File: src/rtl/mem_responder_if.sv
// ---------------------------------------------------------------------------
// mem_responder_if
//
// CPU-side strobe bus between the VeriRISC controller/datapath and the
// memory responder.
//
//   addr      CPU address, sampled on every edge where a strobe is high
//   data_in   write data from the accumulator
//   mem_rd    read strobe (level; may be held for a burst)
//   mem_wr    write strobe (single-cycle pulse)
//   data_out  registered read data
//   rd_valid  high the cycle after an accepted read
//   wr_ack    one-cycle pulse the cycle after an accepted write
//
// The master modport is the CPU side and the slave modport is the responder.
// ---------------------------------------------------------------------------
interface mem_responder_if #(
    parameter int AWIDTH = 5,
    parameter int DWIDTH = 8
);
    logic [AWIDTH-1:0] addr;
    logic [DWIDTH-1:0] data_in;
    logic              mem_rd;
    logic              mem_wr;
    logic [DWIDTH-1:0] data_out;
    logic              rd_valid;
    logic              wr_ack;

    modport master (
        output addr,
        output data_in,
        output mem_rd,
        output mem_wr,
        input  data_out,
        input  rd_valid,
        input  wr_ack
    );

    modport slave (
        input  addr,
        input  data_in,
        input  mem_rd,
        input  mem_wr,
        output data_out,
        output rd_valid,
        output wr_ack
    );
endinterface

File: src/rtl/mem_responder.sv
// ---------------------------------------------------------------------------
// mem_responder
//
// Memory-side responder for the VeriRISC mem_rd / mem_wr strobes. Services
// the strobes against an internal 2**AWIDTH x DWIDTH register file, returns
// registered read data and write acknowledgements, flags protocol misuse in
// a sticky error bit and counts read bursts and accepted writes.
//
// Ports:
//   clk        clock, all state updates on the rising edge
//   reset      asynchronous active-low reset (memory contents are kept)
//   bus        CPU strobe bus (slave side): addr, data_in, mem_rd, mem_wr,
//              data_out, rd_valid, wr_ack
//   load_en    preload write enable (test / boot)
//   load_addr  preload address
//   load_data  preload data
//   err_clr    synchronous clear of err (a new violation wins)
//   err        sticky protocol-error flag
//   rd_bursts  saturating count of read bursts
//   wr_count   saturating count of accepted CPU writes
// ---------------------------------------------------------------------------
module mem_responder #(
    parameter int AWIDTH = 5,
    parameter int DWIDTH = 8,
    parameter int CWIDTH = 8
) (
    input  logic              clk,
    input  logic              reset,
    mem_responder_if.slave    bus,
    input  logic              load_en,
    input  logic [AWIDTH-1:0] load_addr,
    input  logic [DWIDTH-1:0] load_data,
    input  logic              err_clr,
    output logic              err,
    output logic [CWIDTH-1:0] rd_bursts,
    output logic [CWIDTH-1:0] wr_count
);

    localparam int DEPTH = 2 ** AWIDTH;
    localparam int NCNT  = 2;   // 0: read bursts, 1: accepted writes

    typedef enum logic [1:0] {
        S_IDLE  = 2'd0,
        S_READ  = 2'd1,
        S_WRITE = 2'd2
    } state_t;

    // -----------------------------------------------------------------------
    // Storage
    // -----------------------------------------------------------------------
    logic [DWIDTH-1:0] mem [DEPTH];

    // -----------------------------------------------------------------------
    // Registered state and outputs
    // -----------------------------------------------------------------------
    state_t            state_reg;
    logic [DWIDTH-1:0] data_out_reg;
    logic              rd_valid_reg;
    logic              wr_ack_reg;
    logic              err_reg;
    logic [AWIDTH-1:0] last_addr_reg;   // address of the previous read edge

    // -----------------------------------------------------------------------
    // Protocol decode for the current edge
    // -----------------------------------------------------------------------
    logic collision;        // both strobes high: read wins
    logic wr_held;          // second consecutive write strobe
    logic rd_addr_moved;    // address changed inside a running burst
    logic load_conflict;    // preload coincides with a CPU strobe
    logic violation;
    logic wr_accept;
    logic new_burst;
    logic err_next;
    logic [NCNT-1:0] cnt_inc;

    always_comb begin
        collision     = bus.mem_rd && bus.mem_wr;
        wr_held       = (state_reg == S_WRITE) && bus.mem_wr;
        rd_addr_moved = (state_reg == S_READ) && bus.mem_rd
                        && (bus.addr != last_addr_reg);
        load_conflict = load_en && (bus.mem_rd || bus.mem_wr);
        violation     = collision || wr_held || rd_addr_moved || load_conflict;

        // A write lands only when nothing else claims the cycle: no read,
        // no preload and not the tail of a held write strobe.
        wr_accept     = bus.mem_wr && !bus.mem_rd && !load_en
                        && (state_reg != S_WRITE);

        // Any read edge not preceded by a read edge opens a new burst; this
        // includes the first read after reset, since reset returns to idle.
        new_burst     = bus.mem_rd && (state_reg != S_READ);

        // Setting beats clearing when both happen in the same cycle.
        if (violation) begin
            err_next = 1'b1;
        end else if (err_clr) begin
            err_next = 1'b0;
        end else begin
            err_next = err_reg;
        end

        cnt_inc[0] = new_burst;
        cnt_inc[1] = wr_accept;
    end

    // -----------------------------------------------------------------------
    // Memory write port. Preload and CPU write never coincide because a
    // preload drops the CPU write. Gated by reset so nothing is written on
    // an edge where reset is asserted; the array itself is never cleared.
    // -----------------------------------------------------------------------
    always_ff @(posedge clk) begin
        if (reset) begin
            if (load_en) begin
                mem[load_addr] <= load_data;
            end else if (wr_accept) begin
                mem[bus.addr] <= bus.data_in;
            end
        end
    end

    // -----------------------------------------------------------------------
    // Strobe FSM with registered outputs. The read samples the array before
    // any same-edge write, so a write followed by a read of the same address
    // on the next edge sees the new data without a bypass path.
    // -----------------------------------------------------------------------
    always_ff @(posedge clk or negedge reset) begin
        if (!reset) begin
            state_reg     <= S_IDLE;
            data_out_reg  <= '0;
            rd_valid_reg  <= 1'b0;
            wr_ack_reg    <= 1'b0;
            err_reg       <= 1'b0;
            last_addr_reg <= '0;
        end else begin
            err_reg      <= err_next;
            rd_valid_reg <= bus.mem_rd;
            wr_ack_reg   <= wr_accept;

            if (bus.mem_rd) begin
                data_out_reg  <= mem[bus.addr];
                last_addr_reg <= bus.addr;
            end

            case (state_reg)
                S_IDLE: begin
                    if (bus.mem_rd) begin
                        state_reg <= S_READ;
                    end else if (bus.mem_wr) begin
                        state_reg <= S_WRITE;
                    end
                end
                S_READ: begin
                    // Held read stays in the same burst.
                    if (bus.mem_rd) begin
                        state_reg <= S_READ;
                    end else if (bus.mem_wr) begin
                        state_reg <= S_WRITE;
                    end else begin
                        state_reg <= S_IDLE;
                    end
                end
                S_WRITE: begin
                    // A read (even alongside a stray write) always starts a
                    // new burst; a repeated write strobe just lingers here
                    // and is rejected by wr_accept.
                    if (bus.mem_rd) begin
                        state_reg <= S_READ;
                    end else if (bus.mem_wr) begin
                        state_reg <= S_WRITE;
                    end else begin
                        state_reg <= S_IDLE;
                    end
                end
                default: begin
                    state_reg <= S_IDLE;
                end
            endcase
        end
    end

    // -----------------------------------------------------------------------
    // Saturating transaction counters
    // -----------------------------------------------------------------------
    genvar gi;
    generate
        for (gi = 0; gi < NCNT; gi++) begin : g_cnt
            logic [CWIDTH-1:0] count_reg;

            always_ff @(posedge clk or negedge reset) begin
                if (!reset) begin
                    count_reg <= '0;
                end else if (cnt_inc[gi] && (count_reg != {CWIDTH{1'b1}})) begin
                    count_reg <= count_reg + CWIDTH'(1);
                end
            end
        end
    endgenerate

    // -----------------------------------------------------------------------
    // Output mapping
    // -----------------------------------------------------------------------
    assign bus.data_out = data_out_reg;
    assign bus.rd_valid = rd_valid_reg;
    assign bus.wr_ack   = wr_ack_reg;
    assign err          = err_reg;
    assign rd_bursts    = g_cnt[0].count_reg;
    assign wr_count     = g_cnt[1].count_reg;

endmodule

File: src/flat_wrapper.sv
// flat-port wrapper written by rule: the top's interface ports become plain ports
module mem_responder_flat 
#(
    parameter int AWIDTH = 5,
    parameter int DWIDTH = 8,
    parameter int CWIDTH = 8
)
  (clk, reset, load_en, load_addr, load_data, err_clr, err, rd_bursts, wr_count, bus_addr, bus_data_in, bus_mem_rd, bus_mem_wr, bus_data_out, bus_rd_valid, bus_wr_ack);
  mem_responder_if #(.AWIDTH(AWIDTH), .DWIDTH(DWIDTH)) bus_i ();
  input  logic clk;
  input  logic reset;
  input  logic load_en;
  input  logic [AWIDTH-1:0] load_addr;
  input  logic [DWIDTH-1:0] load_data;
  input  logic err_clr;
  output logic err;
  output logic [CWIDTH-1:0] rd_bursts;
  output logic [CWIDTH-1:0] wr_count;
  input wire logic [$bits(bus_i.addr)-1:0] bus_addr;
  input wire logic [$bits(bus_i.data_in)-1:0] bus_data_in;
  input wire logic [$bits(bus_i.mem_rd)-1:0] bus_mem_rd;
  input wire logic [$bits(bus_i.mem_wr)-1:0] bus_mem_wr;
  output wire logic [$bits(bus_i.data_out)-1:0] bus_data_out;
  output wire logic [$bits(bus_i.rd_valid)-1:0] bus_rd_valid;
  output wire logic [$bits(bus_i.wr_ack)-1:0] bus_wr_ack;
  assign bus_i.addr = bus_addr;
  assign bus_i.data_in = bus_data_in;
  assign bus_i.mem_rd = bus_mem_rd;
  assign bus_i.mem_wr = bus_mem_wr;
  assign bus_data_out = bus_i.data_out;
  assign bus_rd_valid = bus_i.rd_valid;
  assign bus_wr_ack = bus_i.wr_ack;
  mem_responder #(.AWIDTH(AWIDTH), .DWIDTH(DWIDTH), .CWIDTH(CWIDTH)) u_core (.clk(clk), .reset(reset), .bus(bus_i), .load_en(load_en), .load_addr(load_addr), .load_data(load_data), .err_clr(err_clr), .err(err), .rd_bursts(rd_bursts), .wr_count(wr_count));
endmodule
File: config.mk
export PLATFORM = sky130hd
export DESIGN_NAME = mem_responder_flat
export DESIGN_NICKNAME = d
export VERILOG_FILES = /design/src/rtl/mem_responder_if.sv /design/src/rtl/mem_responder.sv /design/src/flat_wrapper.sv
export SDC_FILE = /design/constraint.sdc
export NUM_CORES = 1
export LEC_CHECK = 0
export ABC_AREA = 1
export CORE_ASPECT_RATIO = 0.5
export CORE_UTILIZATION = 47
export CTS_CLUSTER_DIAMETER = 80
export CTS_CLUSTER_SIZE = 28
export DETAILED_ROUTE_END_ITERATION = 6
export GPL_ROUTABILITY_DRIVEN = 0
export PLACE_DENSITY_LB_ADDON = 0.08
export SKIP_CTS_REPAIR_TIMING = 1
export SYNTH_ARGS = -nofsm -noshare
export SYNTH_HDL_FRONTEND = slang
export SYNTH_SLANG_ARGS = --single-unit
export TNS_END_PERCENT = 30
File: constraint.sdc
create_clock -name clk -period 2 [get_ports clk]
set_input_delay 0.5 -clock clk [delete_from_list [all_inputs] [get_ports clk]]
set_output_delay 0.5 -clock clk [all_outputs]
set_load 0.03 [all_outputs]
# Word level (Yosys, flattened, before mapping)
# Memory sizes are Yosys's and may differ from the RTL's. A register that Yosys moved wholly into a read port is not among the register bits.
# Index checks and enable logic that the tools add are counted.
[classes]
mux = 17
eq_ne = 8
reduce_logical = 22
addsub = 2
[op_table]
columns = ["op", "count"]
rows = [
  ["$add 8x1->8 const B", 2],
  ["$ne 8x8->1 const B", 2],
  ["$logic_and 1x1->1", 11],
  ["$mux 1", 10],
  ["$mux 2", 4],
  ["$mux 8", 1],
  ["$reduce_or 8->1", 1],
  ["$mux 5", 1],
  ["$ne 5x5->1", 1],
  ["$logic_or 1x1->1", 4],
  ["$pmux 2 s2", 1],
  ["$logic_not 1->1", 3],
  ["$ne 3x3->1 const B", 1],
  ["$eq 2x1->1 const B", 1],
  ["$eq 2x2->1 const B", 1],
  ["$logic_not 2->1", 1],
  ["$ne 2x1->1 const B", 1],
  ["$ne 2x2->1 const B", 1],
  ["$reduce_bool 2->1", 1],
  ["$reduce_or 2->1", 1],
]
[word_totals]
mem_count = 1
ramBits = 256
register_bits = 26
out_inout_bits = 27
[memory_table]
columns = ["memory", "words", "width", "rd", "rd_ports_with_merged_regs", "write_ports", "line", "text"]
rows = [
  ["u_core.mem", 32, 8, 1, 1, 1, "mem_responder.sv:51", "logic [DWIDTH-1:0] mem [DEPTH];"],
]

# Logic depth before layout (Yosys ltp)
[logic_depth]
ltp_word = 10
ltp_mapped = 13

# Least setup slack after synthesis
# OpenSTA, ideal clock, no wires.
[synth_timing]
path_type = "register -> register"
from = "register u_core.state_reg[0]"
to = "memory u_core.mem[9][0] (enable)"
required_time_ns = 1.630
stages_incl_launch_ff = 13
path_slack_ns = -0.220
arrival_ns = 1.850
path_cell_list = "dfrtp_1 inv_1 ha_1 nor2_2 nand2_1 inv_4 nand2_2 buf_6 o21ai_4 inv_2 nor2_2 nand2_2 nor2_1"
[synth_via]
elab_chain_cells = 8
word_cells_on_any_way = 9
cone_classes = "eq/ne: 1; mux: 6; reduce/logical: 2"
[synth_lines]
columns = ["element", "line", "text"]
rows = [
  ["start, declared", "mem_responder.sv:56", "state_t state_reg;"],
  ["start signal, assigned", "mem_responder.sv:128", "state_reg <= S_IDLE;"],
  ["start signal, assigned", "mem_responder.sv:147", "state_reg <= S_READ;"],
  ["start signal, assigned", "mem_responder.sv:149", "state_reg <= S_WRITE;"],
  ["$ne 2x2->1 *", "mem_responder.sv:87", "&& (state_reg != S_WRITE);"],
  ["$logic_and 1x1->1 *", "mem_responder.sv:87", ""],
  ["net u_core.wr_accept", "mem_responder.sv:71", "logic wr_accept;"],
  ["$mux 1 *", "mem_responder.sv:115", "end else if (wr_accept) begin"],
  ["$mux 1 *", "mem_responder.sv:113", "if (load_en) begin"],
  ["$mux 1 *", "mem_responder.sv:112", "if (reset) begin"],
  ["$mux 1 (not written as such) *", "mem_responder.sv:116", "mem[bus.addr] <= bus.data_in;"],
  ["$reduce_or 8->1 (no line)", "n/a", ""],
  ["$mux 5 (no line) or $mux 1 (tied branches)", "n/a", ""],
  ["end, declared", "mem_responder.sv:51", ""],
]
# Mark *: on every way through the listed nets, which the timed path passes. The rest lies on a longest branch.

# Final worst setup path
[layout_timing]
from = "register u_core.state_reg[1]"
to = "memory u_core.mem[15][2] (enable)"
# Same word-level chain as after synthesis.

==> key figures <==
Routing
  • Vias: roughly 9000
  • Vias per Instance: approximately 5.2
  • DRT Wirelength: between 30 and 40 mm
  • Detail Route Antenna Nets: 0
  • DR pass1 iterations: 7
  • WL/cell: 19.2 µm
  • Initial DRC Count: about 850
  • Residual DRC count: 0

Clocking
  • Depth of the CTS H-tree: 1
  • Root buffer cell: clkbuf_16
  • CTS clk-pin slew, worst paths: between 0.1 and 0.15 ns
  • Worst-Skew Late Latency: around 0.54 ns
  • CTS tree: done
  • Clock Sinks: 290
  • Total CTS buffers: 14
  • Clock Path Buffers: 3

Final layout
  • Most frequent cells in the layout: nand2_1, edfxtp_1, nand3_1
  • Largest register FFs: approximately 260
  • Multi-input logic area: 3810 µm²
  • Fillcell total: roughly 2300
  • Most flop-heavy register: u_core.mem
  • Commonest non-fill, non-tap cell in the layout: nand2_1
  • Share of cells above drive strength 1: 12.7%
  • Non-filler cells, final: roughly 1700
  • Reg area: about 8500 µm²
  • Area growth syn-to-layout: 19.9%
  • Nets: 1392
  • N_diodes: 0

Outcome
  • Failing checks: negative setup slack
  • Status: finished with violations

STA
  • Max Clock Freq: between 0.4 and 0.5 GHz
  • Fin. max-slew vios: 0
  • Worst-Margin Slew: 0.581 ns
  • Final Hold Fails: 0
  • RSZ-0062 raised after global routing: yes
  • Final Setup Violations: about 260
  • Max transition margin: about three fifths
  • Final min period: roughly 2.2 ns
  • Worst clock skew: 0.0381 ns
  • Final setup margin: -0.194 ns
  • Minimum hold slack: 0.234 ns
  • Period utilisation layout: 110%

Critical path
  • Worst path most repeated cell: buf_12
  • Critical Path Max Stage Delay: 0.43 ns
  • CP Class: flip-flop to flip-flop
  • Crit path max-delay cell type: dfrtp_1
  • Crit path max fanout: 8
  • Data arrival time of the critical path: 2.40 ns
  • Crit start category: flip-flop
  • CP top delay family: simple AND/OR/NAND/NOR gates
  • Required @ worst endpoint: 2.21 ns
  • CP Capture Type: flip-flop
  • Worst path bufs/invs: 4
  • CP Cell Sequence: ha_4, nor2_4, nand2_2, inv_4, nand2_8, buf_12, o21ai_4, buf_12, nand3_4, buf_12, nor2_4

Global route
  • Total GRT Usage: between 20% and 30%
  • Vias in the first global route: 8745
  • Largest net degree at the start of global routing: 130
  • Final global-route overflow total: 0
  • First-pass GRT wire length: slightly above 50 mm
  • Antenna violations before repair: 0

Placement
  • PortBufs: between 50 and 60
  • Dpl ws: -0.730 ns
  • DPL Wire Length: between 20 and 25 mm
  • Placed insts: 1686

Power
  • Switching Share: between 20% and 30%
  • Leakage: 6.64 nW
  • NetSw: ~3.4 mW
  • Gate power share: 17.1%
  • Maximum vdd drop: between 0.4 and 0.5 mV
  • Internal power: 8.98 mW
  • Clk pwr share: roughly a quarter
  • Pwr/cell area: 807 nW/µm²
  • Seq pwr share: a little under three fifths

Floorplan
  • Initial Util: between 40% and 50%
  • Ports: around 60
  • Vert. Die Dim: 119 µm
  • Die Wd: between 200 and 250 µm
  • Core ar.: roughly 27000 µm²
  • Die area: ~28000 µm²
  • Row cnt: 42

Logic synthesis
  • Synth Area per Inst: around 10 µm²
  • Syn Inst Count: 1260
  • Mapped Nets: 1298
  • Syn. warnings: 0
  • Synth unique cells: 29
  • #FFs+latches synth: 290
  • Post-synth EDFFs: roughly 260
  • Post-synthesis sequential area ratio: 66.7%
  • Top_reg_cell synth: edfxtp_1
  • Syn Std Cell Area: 12800 µm²
  • Asr flop ratio synth: approximately an eighth

Job
  • Max Cap Viol: 0

Min path
  • Hold Path Class: input port to async pin
-- worst paths after layout --
path / cells after the start / slack (ns) / to / start
max in group asynchronous: 3 / 1.40 / u_core.bus.wr_ack / reset
hold / removal: 3 / 0.23 / u_core.bus.data_out[0] / reset
hold reg to reg: 2 / 0.51 / u_core.bus.data_out[2] / u_core.bus.data_out[2]
setup reg to reg: 11 / -0.19 / u_core.mem[15][2] / u_core.state_reg[1]
setup / recovery: 11 / -0.19 / u_core.mem[15][2] / u_core.state_reg[1]
min in group clk: 2 / 0.51 / u_core.bus.data_out[2] / u_core.bus.data_out[2]
-- tightest hold or removal path: stages --
cell   delay, ns
buf_2       0.16
buf_4       0.13
buf_4       0.42
-- cells by family after synthesis --
| logic type | Yosys count | synth area share (%) |
|---|---|---|
| buf+inv | 213 | 6.64 |
| xor+xnor | 17 | 1.16 |
| compound gates | 24 | 1.31 |
| simple gates | 702 | 22.8 |
| mux | 8 | 0.704 |
| fa+ha+maj | 6 | 0.587 |
| flops | 290 | 66.7 |
-- synthesized netlist by cell type (4+ instances only) --
| master | count | area [µm²] |
|---|---|---|
| buf_1 | 14 | 52.6 |
| buf_2 | 29 | 145 |
| clkbuf_1 | 11 | 41.3 |
| dfrtp_1 | 34 | 851 |
| edfxtp_1 | 256 | 7690 |
| ha_1 | 6 | 75.1 |
| inv_1 | 152 | 571 |
| mux2_2 | 8 | 90.1 |
| nand2_1 | 442 | 1660 |
| nand2_2 | 7 | 43.8 |
| nand3_1 | 181 | 906 |
| nand3_2 | 4 | 40.0 |
| nand4_1 | 4 | 25.0 |
| nor2_1 | 60 | 225 |
| o21ai_0 | 15 | 75.1 |
| xnor2_1 | 11 | 96.3 |
| xor2_1 | 6 | 52.6 |
-- layer usage --
layer	share of wire (%)	vias up	track usage (%)
li1	-	4283	-
met1	46	4337	35.1
met4	1.6	0	4.45
met3	6.3	43	3.69
met5	0	-	0
met2	46	289	38.7
-- final cells by class --
class                   instances  share of cell area (%)
clock buffers                  22                    2.48
clock inverters                 2                   0.237
repair buffers                134                    10.0
inverters                     157                    3.90
multi-input cells             757                    24.8
well taps                     352                    2.87
flip-flops and latches        290                    55.7
-- power by group through the flow --
stage          clock (mW)  sequential [mW]  combinational (mW)
3_5_place_dp            0             7.09                2.08
4_1_cts              3.38             6.95                2.09
3_3_place_gp            0             7.08                2.05
6_report             3.31             6.95                2.12
5_1_grt              3.59             6.98                2.29
2_1_floorplan           0             7.32               0.894
-- per-stage QoR --
stage | TNS [ns] | power, mW | instance area [µm²] | utilization (%)
finish | -32.30 | 12.4 | 15300 | 57.7
global route | -65.45 | 12.9 | 15300 | 57.7
CTS | -67.73 | 12.4 | 15100 | 56.9
detailed placement | -274.86 | 9.17 | 14700 | 55.3
global placement | -270.55 | 9.13 | 14700 | 55.3
floorplan | -18.59 | 8.22 | 13100 | -
Note: power is estimated with default switching activity, not from simulation.
